===== src/rtl/rapids_pkg.sv =====
// Shared Rapids definitions: vec precision encoding, writeback entry layout,
// and the writeback beat state type.
package rapids_pkg;

  localparam int unsigned REG_AW = 5;
  localparam int unsigned DATA_W = 32;

  // Result precision encoding shared by the ALU and the writeback queue
  localparam logic [1:0] VEC_CHAR   = 2'd0;
  localparam logic [1:0] VEC_HALF   = 2'd1;
  localparam logic [1:0] VEC_FULL   = 2'd2;
  localparam logic [1:0] VEC_DOUBLE = 2'd3;

  // One queued ALU result pair
  typedef struct packed {
    logic [REG_AW-1:0] rd1;
    logic [REG_AW-1:0] rd2;
    logic [DATA_W-1:0] y1;
    logic [DATA_W-1:0] y2;
    logic              two;
  } wb_entry_t;

  typedef enum logic {
    BEAT_FIRST  = 1'b0,
    BEAT_SECOND = 1'b1
  } beat_t;

  // DOUBLE results and dual-result forms both need a second write beat
  function automatic logic needs_two(input logic [1:0] vec, input logic dual);
    return (vec == VEC_DOUBLE) || dual;
  endfunction

endpackage


===== src/rtl/rapids_fifo.sv =====
// Circular buffer with occupancy count.
//   push/din   : write din at the tail (ignored when full)
//   pop        : retire the head entry (ignored when empty)
//   dout       : head entry, combinational from storage
//   full/empty : occupancy flags
//   count      : occupied entries, 0..DEPTH
module rapids_fifo #(
  parameter int unsigned WIDTH = 8,
  parameter int unsigned DEPTH = 4
) (
  input  logic                     clk,
  input  logic                     rst_n,
  input  logic                     push,
  input  logic [WIDTH-1:0]         din,
  input  logic                     pop,
  output logic [WIDTH-1:0]         dout,
  output logic                     full,
  output logic                     empty,
  output logic [$clog2(DEPTH):0]   count
);

  localparam int unsigned PW = $clog2(DEPTH);
  localparam int unsigned CW = PW + 1;

  logic [WIDTH-1:0] mem [DEPTH];
  logic [PW-1:0]    wr_ptr;
  logic [PW-1:0]    rd_ptr;
  logic             do_push;
  logic             do_pop;

  assign full    = (count == CW'(DEPTH));
  assign empty   = (count == '0);
  assign do_push = push && !full;
  assign do_pop  = pop && !empty;
  assign dout    = mem[rd_ptr];

  // Storage is intentionally not reset
  always_ff @(posedge clk) begin
    if (do_push) mem[wr_ptr] <= din;
  end

  // Pointers wrap naturally since DEPTH is a power of two
  always_ff @(posedge clk or negedge rst_n) begin
    if (!rst_n) begin
      wr_ptr <= '0;
      rd_ptr <= '0;
      count  <= '0;
    end else begin
      if (do_push) wr_ptr <= wr_ptr + PW'(1);
      if (do_pop)  rd_ptr <= rd_ptr + PW'(1);
      case ({do_push, do_pop})
        2'b10:   count <= count + CW'(1);
        2'b01:   count <= count - CW'(1);
        default: count <= count;
      endcase
    end
  end

endmodule


===== src/rtl/alu_writeback.sv =====
// Result-writeback queue between the ALU and the register-file write port.
// Buffers result pairs and serializes each into one or two 32-bit writes.
//   in_valid/in_ready           : result-pair handshake (in_ready = !full)
//   in_vec, in_dual             : precision and dual-result flag
//   in_rd1/in_rd2, in_Y1/in_Y2  : destinations and data
//   wr_en/wr_ready              : register-file write handshake
//   wr_addr/wr_data             : write index/data (0 when idle)
//   count, busy                 : occupancy and non-empty flag
module alu_writeback
  import rapids_pkg::*;
#(
  parameter int unsigned DEPTH = 4,
  parameter int unsigned AW    = REG_AW
) (
  input  logic                     clk,
  input  logic                     rst_n,
  input  logic                     in_valid,
  output logic                     in_ready,
  input  logic [1:0]               in_vec,
  input  logic                     in_dual,
  input  logic [AW-1:0]            in_rd1,
  input  logic [AW-1:0]            in_rd2,
  input  logic [31:0]              in_Y1,
  input  logic [31:0]              in_Y2,
  output logic                     wr_en,
  input  logic                     wr_ready,
  output logic [AW-1:0]            wr_addr,
  output logic [31:0]              wr_data,
  output logic [$clog2(DEPTH):0]   count,
  output logic                     busy
);

  wb_entry_t   in_entry;
  wb_entry_t   head;
  logic        full;
  logic        empty;
  logic        push;
  logic        pop;
  beat_t       beat;
  beat_t       beat_next;
  logic [AW-1:0] cur_addr;
  logic [31:0]   cur_data;
  logic          beat_done;

  assign in_ready = !full;
  assign busy     = !empty;
  assign push     = in_valid && !full;

  // Pack the offered result pair into a queue entry
  always_comb begin
    in_entry     = '0;
    in_entry.rd1 = REG_AW'(in_rd1);
    in_entry.rd2 = REG_AW'(in_rd2);
    in_entry.y1  = in_Y1;
    in_entry.y2  = in_Y2;
    in_entry.two = needs_two(in_vec, in_dual);
  end

  rapids_fifo #(
    .WIDTH ($bits(wb_entry_t)),
    .DEPTH (DEPTH)
  ) u_fifo (
    .clk   (clk),
    .rst_n (rst_n),
    .push  (push),
    .din   (in_entry),
    .pop   (pop),
    .dout  (head),
    .full  (full),
    .empty (empty),
    .count (count)
  );

  // Beat state register
  always_ff @(posedge clk or negedge rst_n) begin
    if (!rst_n) beat <= BEAT_FIRST;
    else        beat <= beat_next;
  end

  // Beat sequencing and write decode; r0 beats complete without a write
  always_comb begin
    beat_next = beat;
    pop       = 1'b0;
    wr_en     = 1'b0;
    wr_addr   = '0;
    wr_data   = '0;
    beat_done = 1'b0;
    cur_addr  = (beat == BEAT_FIRST) ? AW'(head.rd1) : AW'(head.rd2);
    cur_data  = (beat == BEAT_FIRST) ? head.y1 : head.y2;
    if (!empty) begin
      wr_addr   = cur_addr;
      wr_data   = cur_data;
      wr_en     = (cur_addr != '0);
      beat_done = (cur_addr == '0) || wr_ready;
      if (beat_done) begin
        if (beat == BEAT_FIRST && head.two) begin
          beat_next = BEAT_SECOND;
        end else begin
          beat_next = BEAT_FIRST;
          pop       = 1'b1;
        end
      end
    end
  end

endmodule


===== config.mk =====
export PLATFORM = sky130hd
export DESIGN_NAME = alu_writeback
export DESIGN_NICKNAME = d
export VERILOG_FILES = /design/src/rtl/rapids_pkg.sv /design/src/rtl/rapids_fifo.sv /design/src/rtl/alu_writeback.sv
export SDC_FILE = /design/constraint.sdc
export NUM_CORES = 1
export LEC_CHECK = 0
export BUFFER_PORTS_ARGS = -buffer_cell sky130_fd_sc_hd__clkbuf_2
export CAP_MARGIN = 25
export CORE_UTILIZATION = 50
export DETAILED_ROUTE_END_ITERATION = 12
export GPL_ROUTABILITY_DRIVEN = 1
export GPL_TIMING_DRIVEN = 1
export MAX_ROUTING_LAYER = met4
export PLACE_DENSITY = 0.66
export SYNTH_ARGS = -nofsm -noshare
export SYNTH_HDL_FRONTEND = slang
export SYNTH_SLANG_ARGS = --single-unit

===== constraint.sdc =====
create_clock -name clk -period 6.9 [get_ports clk]
set_input_delay 0.69 -clock clk [delete_from_list [all_inputs] [get_ports clk]]
set_output_delay 0.69 -clock clk [all_outputs]
set_load 0.02 [all_outputs]

==> results of run 1 <==
## power by group through the flow
stage | clock network [uW] | logic [uW] | registers (uW)
floorplan | 0 | 1460 | 2600
global placement | 0 | 1840 | 2790
detailed placement | 0 | 1940 | 2770
CTS | 1750 | 1950 | 2730
global route | 1820 | 2150 | 2690
finish | 1710 | 1990 | 2650
## registers in the layout (all words and copies together), names as in the netlist
signal	cells
u_fifo.rd_ptr	2
beat	1
u_fifo.wr_ptr	2
u_fifo.count	3
u_fifo.mem	300
## per-stage QoR
| stage | power, uW | instances | setup WS, ns | utilization (%) | hold WS [ns] |
|---|---|---|---|---|---|
| floorplan | 4060 | 546 | 3.75 | - | 0.394 |
| global placement | 4630 | 968 | 3.04 | 55.1 | 0.544 |
| detailed placement | 4710 | 972 | 2.92 | 55.6 | 0.552 |
| CTS | 6430 | 1029 | 2.69 | 60.1 | 0.341 |
| global route | 6660 | 1033 | 2.53 | 60.3 | 0.350 |
| finish | 6350 | 1033 | 2.76 | 60.3 | 0.367 |
## worst max-delay path by stage
| stage | to | from | slack [ns] | cells past startpoint |
|---|---|---|---|---|
| after floorplan | u_fifo.mem[0][0]$_DFFE_PP_ | u_fifo.count[0]$_DFFE_PN0P_ | 3.75 | 3 |
| after global placement | u_fifo.count[2]$_DFFE_PN0P_ | u_fifo.rd_ptr[1]$_DFFE_PN0P_ | 3.04 | 11 |
| after detailed placement | u_fifo.count[2]$_DFFE_PN0P_ | beat$_DFFE_PN0P_ | 2.92 | 12 |
| after CTS | wr_en | beat$_DFFE_PN0P_ | 2.69 | 7 |
| after global routing | wr_en | beat$_DFFE_PN0P_ | 2.53 | 7 |
| final | wr_en | beat$_DFFE_PN0P_ | 2.76 | 7 |
## cells in the final DEF, fill, tap and decap left out, types with 4 or more instances in the layout
| cell | synthesis | final |
|---|---|---|
| inv_1 | 8 | 8 |
| mux2i_1 | 38 | 38 |
| clkbuf_1 | 7 | 4 |
| nand2_1 | 7 | 7 |
| dfrtp_1 | 8 | 5 |
| clkbuf_2 | 1 | 123 |
| nor2_1 | 41 | 41 |
| clkbuf_8 | 0 | 5 |
| nand3_1 | 4 | 4 |
| buf_16 | 0 | 5 |
| bufinv_16 | 0 | 5 |
| mux4_2 | 75 | 75 |
| clkinv_1 | 0 | 5 |
| clkbuf_16 | 0 | 31 |
| edfxtp_1 | 300 | 300 |
| buf_4 | 0 | 7 |
| and3_4 | 0 | 4 |
| ha_1 | 5 | 5 |
## final cells by class
cell class              instances  share of cell area, %
flip-flops and latches        308                   65.1
repair buffers                136                   5.76
inverters                       8                  0.212
clock buffers                  40                   6.07
well taps                     319                   2.82
diodes                          3                 0.0530
multi-input cells             203                   18.5
clock inverters                16                   1.47
## cell families after synthesis
group | after synthesis
flip-flops | 308
multiplexers | 116
AND/OR/NAND/NOR | 69
buffers and inverters | 35
AO/OA/AOI/OAI | 8
adder cells (fa/ha/maj) | 6
XOR/XNOR | 4
## layer usage
metal / global-route usage (%) / vias to the layer above / wire length, um
li1: - / 2540 / -
met3: 4.15 / 27 / 1370
met1: 24.4 / 2988 / 9350
met2: 31.4 / 166 / 11000
met4: 4.62 / 0 / 291
met5: - / - / 0
==> impl_metrics.env, run 1 <==
export IMPL_status="complete, no violations"
export IMPL_synth_common_cells="300 x edfxtp_1, 75 x mux4_2, 41 x nor2_1"
export IMPL_crit_top_cell="nor2_1"
export IMPL_rsz0062_at_grt="no"
export IMPL_irDropWorstVdd_uv=270
export IMPL_clk_pin_slew_ns=0.06
export IMPL_syn_num_nets=633
export IMPL_post_synth_top_area_cell="edfxtp_1"
export IMPL_grt_pass1_vias=6159
export IMPL_critPathTopFamily="flip-flops"
export IMPL_syn_inst=546
export IMPL_maxSlewHeadroom_pct=32.7
export IMPL_cts_resized=0
export IMPL_fin_crit_sh_pct=60.1
export IMPL_dpl_hpwl_um=13100
export IMPL_clockPowerShare_pct=26.9
export IMPL_clock_fmax_ghz=0.241
export IMPL_critPathRequiredTime_ns=6.21
export IMPL_routedWlPerCell_um=21.3
export IMPL_setup_viol=0
export IMPL_ys_flop_type="edfxtp_1"
export IMPL_synthAdderAreaFrac_pct=0.692
export IMPL_min_from="in_Y2[17]"
export IMPL_clock_sinks=308
export IMPL_regArea_mm2=0.00922
export IMPL_synth_yosys_seq_area_share_pct=77.1
export IMPL_fp_dieH_um=157
export IMPL_crit_path_max_incr_delay_ns=1.03
export IMPL_synth_xor_xnor_area_share_pct=0.293
export IMPL_power_density_mw_per_mm2=449
export IMPL_dpl_cell_area_mm2=0.0130
export IMPL_chipWidth_um=157
export IMPL_endpoint_kind="output pin"
export IMPL_io_pins=124
export IMPL_start_util_pct=50.9
export IMPL_r2r_start="beat$_DFFE_PN0P_"
export IMPL_wl_um=22000
export IMPL_finalClockSkew_ns=0.00701
export IMPL_cts_root_buf="clkbuf_16"
export IMPL_crit_fanout=34
export IMPL_slowest_stage="dfrtp_2"
export IMPL_pwr_share_comb_pct=31.3
export IMPL_worstHoldPathType="in2reg"
export IMPL_grt_pass1_wl_um=33900
export IMPL_fin_setup_tns_ns=0
export IMPL_slew_violations=0
export IMPL_dieArea_mm2=0.0245
export IMPL_synth_most_common_cell="edfxtp_1"
export IMPL_cts_hold_buf=1
export IMPL_synth_compound_area_share_pct=0.492
export IMPL_async_flop_share_pct=2.60
export IMPL_grt_overflow=0
export IMPL_drc=0
export IMPL_worstSetupPathType="reg2out"
export IMPL_antenna_found_initial=3
export IMPL_port_buffer_count=123
export IMPL_worst_pin_slew_ns=1.01
export IMPL_tritoncts="done"
export IMPL_cts_buffer_depth=3
export IMPL_reg2reg_to="u_fifo.count[2]$_DFFE_PN0P_"
export IMPL_layout_drive_gt1_share_pct=37.7
export IMPL_track_usage_pct=19.1
export IMPL_fillers=1688
export IMPL_synth_edf_count=300
export IMPL_grt_max_degree=54
export IMPL_synth_mux_area_share_pct=17.6
export IMPL_synth_top_family_by_area="multiplexers"
export IMPL_ant_nets=0
export IMPL_switching_share_pct=31.0
export IMPL_crit_path_start_kind="flop"
export IMPL_switching_power_uw=1970
export IMPL_htree_levels=1
export IMPL_seq_power_share_pct=41.8
export IMPL_r2r_slack_ns=2.95
export IMPL_worstPathCellList="buf_4 > mux4_2 > mux2_2 > or2_0 > nor2_1 > nor2_1 > clkbuf_2"
export IMPL_synth_cell_area_mm2=0.0119
export IMPL_multi_input_area_mm2=0.00262
export IMPL_rows=56
export IMPL_fin_area_mm2=0.0142
export IMPL_postSynthAreaPerCell_um2=21.9
export IMPL_drt_initial_drc_count=350
export IMPL_synthTopCellsByArea="edfxtp_1 75%, mux4_2 14%, mux2i_1 3.2%"
export IMPL_synth_distinct_cells=35
export IMPL_r2r_cells=12
export IMPL_hold_depth=1
export IMPL_drt_vias_per_instance=5.54
export IMPL_syn2layout_area_growth_pct=18.5
export IMPL_critPathArrivalTime_ns=3.45
export IMPL_gp_congestion=0.759
export IMPL_first_pass_iters=5
export IMPL_internal_power_uw=4380
export IMPL_cts_buffers=30
export IMPL_ys_ff_latch=308
export IMPL_fp_coreArea_mm2=0.0235
export IMPL_clkLatencyLatePin_ns=0.54
export IMPL_min_period_ns=4.14
export IMPL_synth_top_cell_area_share_pct=75.4
export IMPL_yosysWarnings=0
export IMPL_drv_cap=0
export IMPL_post_cts_buffers=0
export IMPL_yosys_area_share_simple_pct=2.60
export IMPL_min_to="u_fifo.mem[2][18]$_DFFE_PP_"
export IMPL_power_leakage_uw=0.00499
export IMPL_final_nets=774
export IMPL_hold_violations=0
export IMPL_vias=5721
export IMPL_cp_num_buf_inv=2
(Power assumes the default switching activity.)
==> run 2: changes to the inputs <==
==> constraint.sdc (replaced) <==
create_clock -name clk -period 4.2 [get_ports clk]
set_input_delay 0.42 -clock clk [delete_from_list [all_inputs] [get_ports clk]]
set_output_delay 0.42 -clock clk [all_outputs]
set_load 0.02 [all_outputs]
==> impl_metrics.env, run 2 (synthesis gave the netlist of run 1 again) <==
export IMPL_status="complete, no violations"
export IMPL_vias=5792
export IMPL_cts_resized=0
export IMPL_endpoint_kind="flop"
export IMPL_worstHoldPathType="in2reg"
export IMPL_critPathRequiredTime_ns=4.62
export IMPL_dieArea_mm2=0.0245
export IMPL_crit_path_start_kind="flop"
export IMPL_cp_num_buf_inv=1
export IMPL_htree_levels=2
export IMPL_switching_power_uw=3320
export IMPL_worstSetupPathType="reg2reg"
export IMPL_crit_fanout=21
export IMPL_r2r_slack_ns=0.79
export IMPL_finalClockSkew_ns=0.0103
export IMPL_clkLatencyLatePin_ns=0.51
export IMPL_antenna_found_initial=2
export IMPL_slowest_stage="dfrtp_4"
export IMPL_wl_um=22700
export IMPL_routedWlPerCell_um=21.8
export IMPL_dpl_hpwl_um=13200
export IMPL_p_total_uw=10300
export IMPL_drt_initial_drc_count=400
export IMPL_crit_path_end="u_fifo.count[2]$_DFFE_PN0P_"
export IMPL_drc=0
export IMPL_syn2layout_area_growth_pct=17.9
export IMPL_setup_viol=0
export IMPL_crit_path_max_incr_delay_ns=0.70
export IMPL_fp_dieH_um=157
export IMPL_first_pass_iters=5
export IMPL_fillers=1738
export IMPL_start_util_pct=50.9
export IMPL_cts_buffer_depth=3
export IMPL_final_nets=781
export IMPL_maxSlewHeadroom_pct=35.8
export IMPL_port_buffer_count=123
export IMPL_seq_power_share_pct=41.9
export IMPL_rows=56
export IMPL_largest_reg_flops=300
export IMPL_track_usage_pct=19.8
export IMPL_power_leakage_uw=0.00496
export IMPL_min_period_ns=3.41
export IMPL_worst_pin_slew_ns=0.964
export IMPL_rsz0062_at_grt="no"
export IMPL_internal_power_uw=7020
export IMPL_worst_path_stages=11
export IMPL_slew_violations=0
export IMPL_hold_ws_ns=0.127
export IMPL_reg2reg_to="u_fifo.count[2]$_DFFE_PN0P_"
export IMPL_r2r_start="u_fifo.rd_ptr[0]$_DFFE_PN0P_"
export IMPL_final_common_cell="edfxtp_1"
export IMPL_layout_common_cells="300 x edfxtp_1, 123 x clkbuf_2, 75 x mux4_2"
export IMPL_grt_max_degree=65
export IMPL_crit_start="u_fifo.rd_ptr[0]$_DFFE_PN0P_"
export IMPL_fin_setup_tns_ns=0
export IMPL_clock_fmax_ghz=0.293
export IMPL_clk_pin_slew_ns=0.06
export IMPL_grt_pass1_wl_um=34900
export IMPL_critPathTopFamily="multiplexers"
export IMPL_post_cts_buffers=0
export IMPL_r2r_cells=11
export IMPL_drv_cap=0
export IMPL_io_pins=124
export IMPL_irDropWorstVdd_uv=470
export IMPL_hold_violations=0
export IMPL_critPathArrivalTime_ns=3.83
export IMPL_pwr_share_comb_pct=31.6
export IMPL_largestRegisters="u_fifo.mem (300), u_fifo.count (3)"
export IMPL_tritoncts="done"
export IMPL_clockPowerShare_pct=26.5
export IMPL_ant_nets=0
export IMPL_worstPathCellList="mux4_2 > mux2_2 > or2_0 > nor2_1 > o211a_1 > ha_1 > inv_1 > fa_1 > xor2_1 > nor2_1 > xor2_1"
export IMPL_grt_pass1_vias=6224
export IMPL_gp_congestion=0.765
export IMPL_clock_sinks=308
export IMPL_layout_drive_gt1_share_pct=37.7
export IMPL_max_flop_register="u_fifo.mem"
export IMPL_cts_root_buf="clkbuf_16"
export IMPL_regArea_mm2=0.00922
export IMPL_switching_share_pct=32.1
export IMPL_grt_overflow=0
export IMPL_fin_crit_sh_pct=81.1
export IMPL_chipWidth_um=157
export IMPL_multi_input_area_mm2=0.00262
export IMPL_power_density_mw_per_mm2=735
export IMPL_fp_coreArea_mm2=0.0235
export IMPL_drt_vias_per_instance=5.58
export IMPL_cts_buffers=34
run 2: cell count changes in the layout (fill, tap and decap cells not counted), sizes merged:
cell / delta
inv: +1
bufinv: -4
clkbuf: +3
clkinv: +3
buf: +3
diode: -1
run 2: what timing repair did:
item / in CTS / in global routing
setup endpoints to repair: 0 / 0
hold buffers: 1 / 0
hold endpoints to repair: 8 / 0
run 2: cell type report:
cell class	count	share of cell area, %
Tap cell	319	2.84
Inverter	8	0.213
Multi-Input combinational cell	203	18.6
Clock buffer	43	6.44
Antenna cell	2	0.0356
Sequential cell	308	65.5
Clock inverter	16	0.925
Timing Repair Buffer	139	5.48
run 2: per-stage QoR:
step | utilization, % | instances | instance area (um^2) | setup WS, ns
2_1_floorplan | - | 546 | 11900 | 1.05
3_3_place_gp | 55.3 | 974 | 13000 | 0.900
3_5_place_dp | 55.3 | 974 | 13000 | 0.787
4_1_cts | 59.7 | 1034 | 14000 | 0.798
5_1_grt | 60.0 | 1038 | 14100 | 0.653
6_report | 60.0 | 1038 | 14100 | 0.792
run 2: worst min-delay path by stage:
stage               slack (ns)  cells past startpoint                      endpoint  startpoint
global route              0.12                      1   u_fifo.mem[3][62]$_DFFE_PP_   in_Y1[29]
finish                    0.13                      1    u_fifo.mem[3][7]$_DFFE_PP_    in_Y2[6]
detailed placement        0.28                      1  u_fifo.wr_ptr[0]$_DFFE_PN0P_       rst_n
global placement          0.27                      1  u_fifo.wr_ptr[0]$_DFFE_PN0P_       rst_n
floorplan                 0.12                      0              beat$_DFFE_PN0P_       rst_n
CTS                       0.11                      1    u_fifo.mem[3][7]$_DFFE_PP_    in_Y2[6]
run 2: worst register-to-register path, delay by kind of cell (launching register included):
| family | cells | cell delay, ns |
|---|---|---|
| multiplexers | 2 | 0.88 |
| flip-flops | 1 | 0.70 |
| AND/OR/NAND/NOR | 3 | 0.63 |
| adder cells (fa/ha/maj) | 2 | 0.57 |
| XOR/XNOR | 2 | 0.31 |
| AO/OA/AOI/OAI | 1 | 0.19 |
| buffers and inverters | 1 | 0.06 |
run 2: power by group through the flow:
stage                     registers, uW  clock network [uW]  logic [uW]
after global routing               4390                2910        3550
after detailed placement           4420                   0        3310
final                              4340                2740        3270
after floorplan                    4270                   0        2400
after CTS                          4350                2790        3330
after global placement             4370                   0        3270
run 2: per-layer routing:
layer | vias to the layer above | wire [um] | GRT usage (%)
li1 | 2545 | - | -
met1 | 3014 | 9480 | 25.2
met2 | 191 | 11200 | 32.5
met3 | 42 | 1580 | 4.43
met4 | 0 | 417 | 5.18
met5 | - | 0 | -
==> run 3: changes to the inputs <==
--- a/config.mk
+++ b/config.mk
@@ -12,7 +12,7 @@
 export GPL_ROUTABILITY_DRIVEN = 1
 export GPL_TIMING_DRIVEN = 1
 export MAX_ROUTING_LAYER = met4
-export PLACE_DENSITY = 0.66
+export PLACE_DENSITY = 0.69
 export SYNTH_ARGS = -nofsm -noshare
 export SYNTH_HDL_FRONTEND = slang
 export SYNTH_SLANG_ARGS = --single-unit
==> constraint.sdc (replaced) <==
create_clock -name clk -period 3.1 [get_ports clk]
set_input_delay 0.31 -clock clk [delete_from_list [all_inputs] [get_ports clk]]
set_output_delay 0.31 -clock clk [all_outputs]
set_load 0.02 [all_outputs]
==> impl_metrics.env, run 3 (synthesis gave the netlist of run 1 again) <==
export IMPL_status="complete, no violations"
export IMPL_min_period_ns=2.96
export IMPL_fp_dieH_um=157
export IMPL_switching_power_uw=4620
export IMPL_tritoncts="done"
export IMPL_grt_pass1_vias=6576
export IMPL_largest_reg_flops=300
export IMPL_p_total_uw=14500
export IMPL_ant_nets=0
export IMPL_track_usage_pct=20.6
export IMPL_worstHoldPathType="in2reg"
export IMPL_drv_cap=0
export IMPL_worstSetupPathType="reg2reg"
export IMPL_fin_crit_sh_pct=95.6
export IMPL_port_buffer_count=123
export IMPL_fin_setup_tns_ns=0
export IMPL_power_leakage_uw=0.00538
export IMPL_cts_root_buf="clkbuf_16"
export IMPL_crit_path_start_kind="flop"
export IMPL_io_pins=124
export IMPL_drt_initial_drc_count=329
export IMPL_chipWidth_um=157
export IMPL_cts_buffer_depth=3
export IMPL_htree_levels=1
export IMPL_largestRegisters="u_fifo.mem (300), u_fifo.count (3)"
export IMPL_pwr_share_comb_pct=34.2
export IMPL_clockPowerShare_pct=26.2
export IMPL_vias=6083
export IMPL_gp_congestion=0.786
export IMPL_layout_drive_gt1_share_pct=36.2
export IMPL_grt_overflow=0
export IMPL_dpl_hpwl_um=13900
export IMPL_max_flop_register="u_fifo.mem"
export IMPL_routedWlPerCell_um=21.3
export IMPL_clk_pin_slew_ns=0.06
export IMPL_drc=0
export IMPL_finalClockSkew_ns=0.0343
export IMPL_cts_buffers=31
export IMPL_post_place_ws_ns=0.0565
export IMPL_critPathRequiredTime_ns=3.57
export IMPL_final_nets=868
export IMPL_hold_violations=0
export IMPL_grt_pass1_wl_um=36300
export IMPL_clkLatencyLatePin_ns=0.58
export IMPL_maxSlewHeadroom_pct=58.3
export IMPL_layout_common_cells="300 x edfxtp_1, 123 x clkbuf_2, 75 x mux4_2"
export IMPL_setup_viol=0
export IMPL_switching_share_pct=31.8
export IMPL_final_common_cell="edfxtp_1"
export IMPL_antenna_found_initial=1
export IMPL_start_util_pct=50.9
export IMPL_slew_violations=0
export IMPL_rows=56
export IMPL_dieArea_mm2=0.0245
export IMPL_fillers=1610
export IMPL_clock_sinks=308
export IMPL_syn2layout_area_growth_pct=25.8
export IMPL_crit_fanout=8
export IMPL_seq_power_share_pct=39.6
export IMPL_wl_um=24000
export IMPL_first_pass_iters=5
export IMPL_critPathArrivalTime_ns=3.43
export IMPL_fp_coreArea_mm2=0.0235
export IMPL_worst_pin_slew_ns=0.626
export IMPL_placed_cells=982
export IMPL_irDropWorstVdd_uv=575
export IMPL_worst_slack_ns=0.136
export IMPL_power_density_mw_per_mm2=966
export IMPL_endpoint_kind="flop"
export IMPL_clock_fmax_ghz=0.337
export IMPL_drt_vias_per_instance=5.40
export IMPL_grt_max_degree=50
export IMPL_stdcell_count=1126
export IMPL_internal_power_uw=9890
[run 3: changes by cell type in the layout (fill, tap and decap cells not counted), moves of 2 or more]
cell	change
buf_12	+4
buf_4	+12
bufinv_16	+4
clkbuf_1	-4
clkbuf_16	-4
clkinv_4	+2
clkinv_8	-2
clkinvlp_4	+2
dlygate4sd3_1	+73
[run 3: path summary, 6_finish.rpt]
check	startpoint	to	slack, ns	cells past startpoint
setup / recovery	u_fifo.rd_ptr[0]$_DFFE_PN0P_	u_fifo.count[2]$_DFFE_PN0P_	0.14	11
hold / removal	in_rd2[0]	u_fifo.mem[3][65]$_DFFE_PP_	0.05	1
setup reg to reg	u_fifo.rd_ptr[0]$_DFFE_PN0P_	u_fifo.count[2]$_DFFE_PN0P_	0.14	11
hold reg to reg	u_fifo.count[0]$_DFFE_PN0P_	u_fifo.count[0]$_DFFE_PN0P_	0.55	1
max in group asynchronous	rst_n	u_fifo.rd_ptr[0]$_DFFE_PN0P_	2.72	2
min in group asynchronous	rst_n	u_fifo.rd_ptr[1]$_DFFE_PN0P_	0.16	2
[run 3: power groups by stage]
stage,Combinational [uW],Clock (uW),Sequential (uW)
floorplan,3260,0,5740
CTS,4910,3850,5770
detailed placement,4750,0,5850
global placement,4640,0,5790
finish,4960,3800,5750
global route,5320,4000,5810
[run 3: per-stage QoR]
stage	instance area [um^2]	util [%]	hold slack (ns)
2_1_floorplan	11900	-	0.0144
3_3_place_gp	13100	55.7	0.175
3_5_place_dp	13100	55.8	0.189
4_1_cts	14900	63.6	0.0242
5_1_grt	15000	64.0	0.0317
6_report	15000	64.0	0.0480
[run 3: critical path: stages, from the launching register on]
cell and delay (ns):
dfrtp_4 0.51, mux4_2 0.52, mux2_2 0.30, or2_0 0.24, nor2_2 0.12, o211a_1 0.16
ha_2 0.19, inv_1 0.06, fa_1 0.38, xor2_1 0.15, nor2_1 0.12, xor2_1 0.16
[run 3: cell type report]
cell class	instances	area [um^2]	share of cell area [%]
repair buffers	229	1700	11.3
clock inverters	23	255	1.70
flip-flops and latches	308	9220	61.4
diodes	1	2.50	0.0167
multi-input cells	203	2620	17.4
inverters	8	30.0	0.200
clock buffers	35	791	5.26
well taps	319	399	2.66
[run 3: per-layer routing]
| layer | global-route usage, % | wire (um) | vias up |
|---|---|---|---|
| li1 | - | - | 2721 |
| met1 | 26.2 | 10000 | 3133 |
| met2 | 34.6 | 12300 | 193 |
| met3 | 3.35 | 1270 | 36 |
| met4 | 5.60 | 436 | 0 |
| met5 | - | 0 | - |
[run 3: timing repair]
action	4_1_cts	5_1_grt
resized for setup	2	3
pin swaps	0	1
hold buffers	74	0
endpoints found under the hold margin	293	0
setup endpoints to repair	18	6
cloned	1	0
buffers inserted	0	10
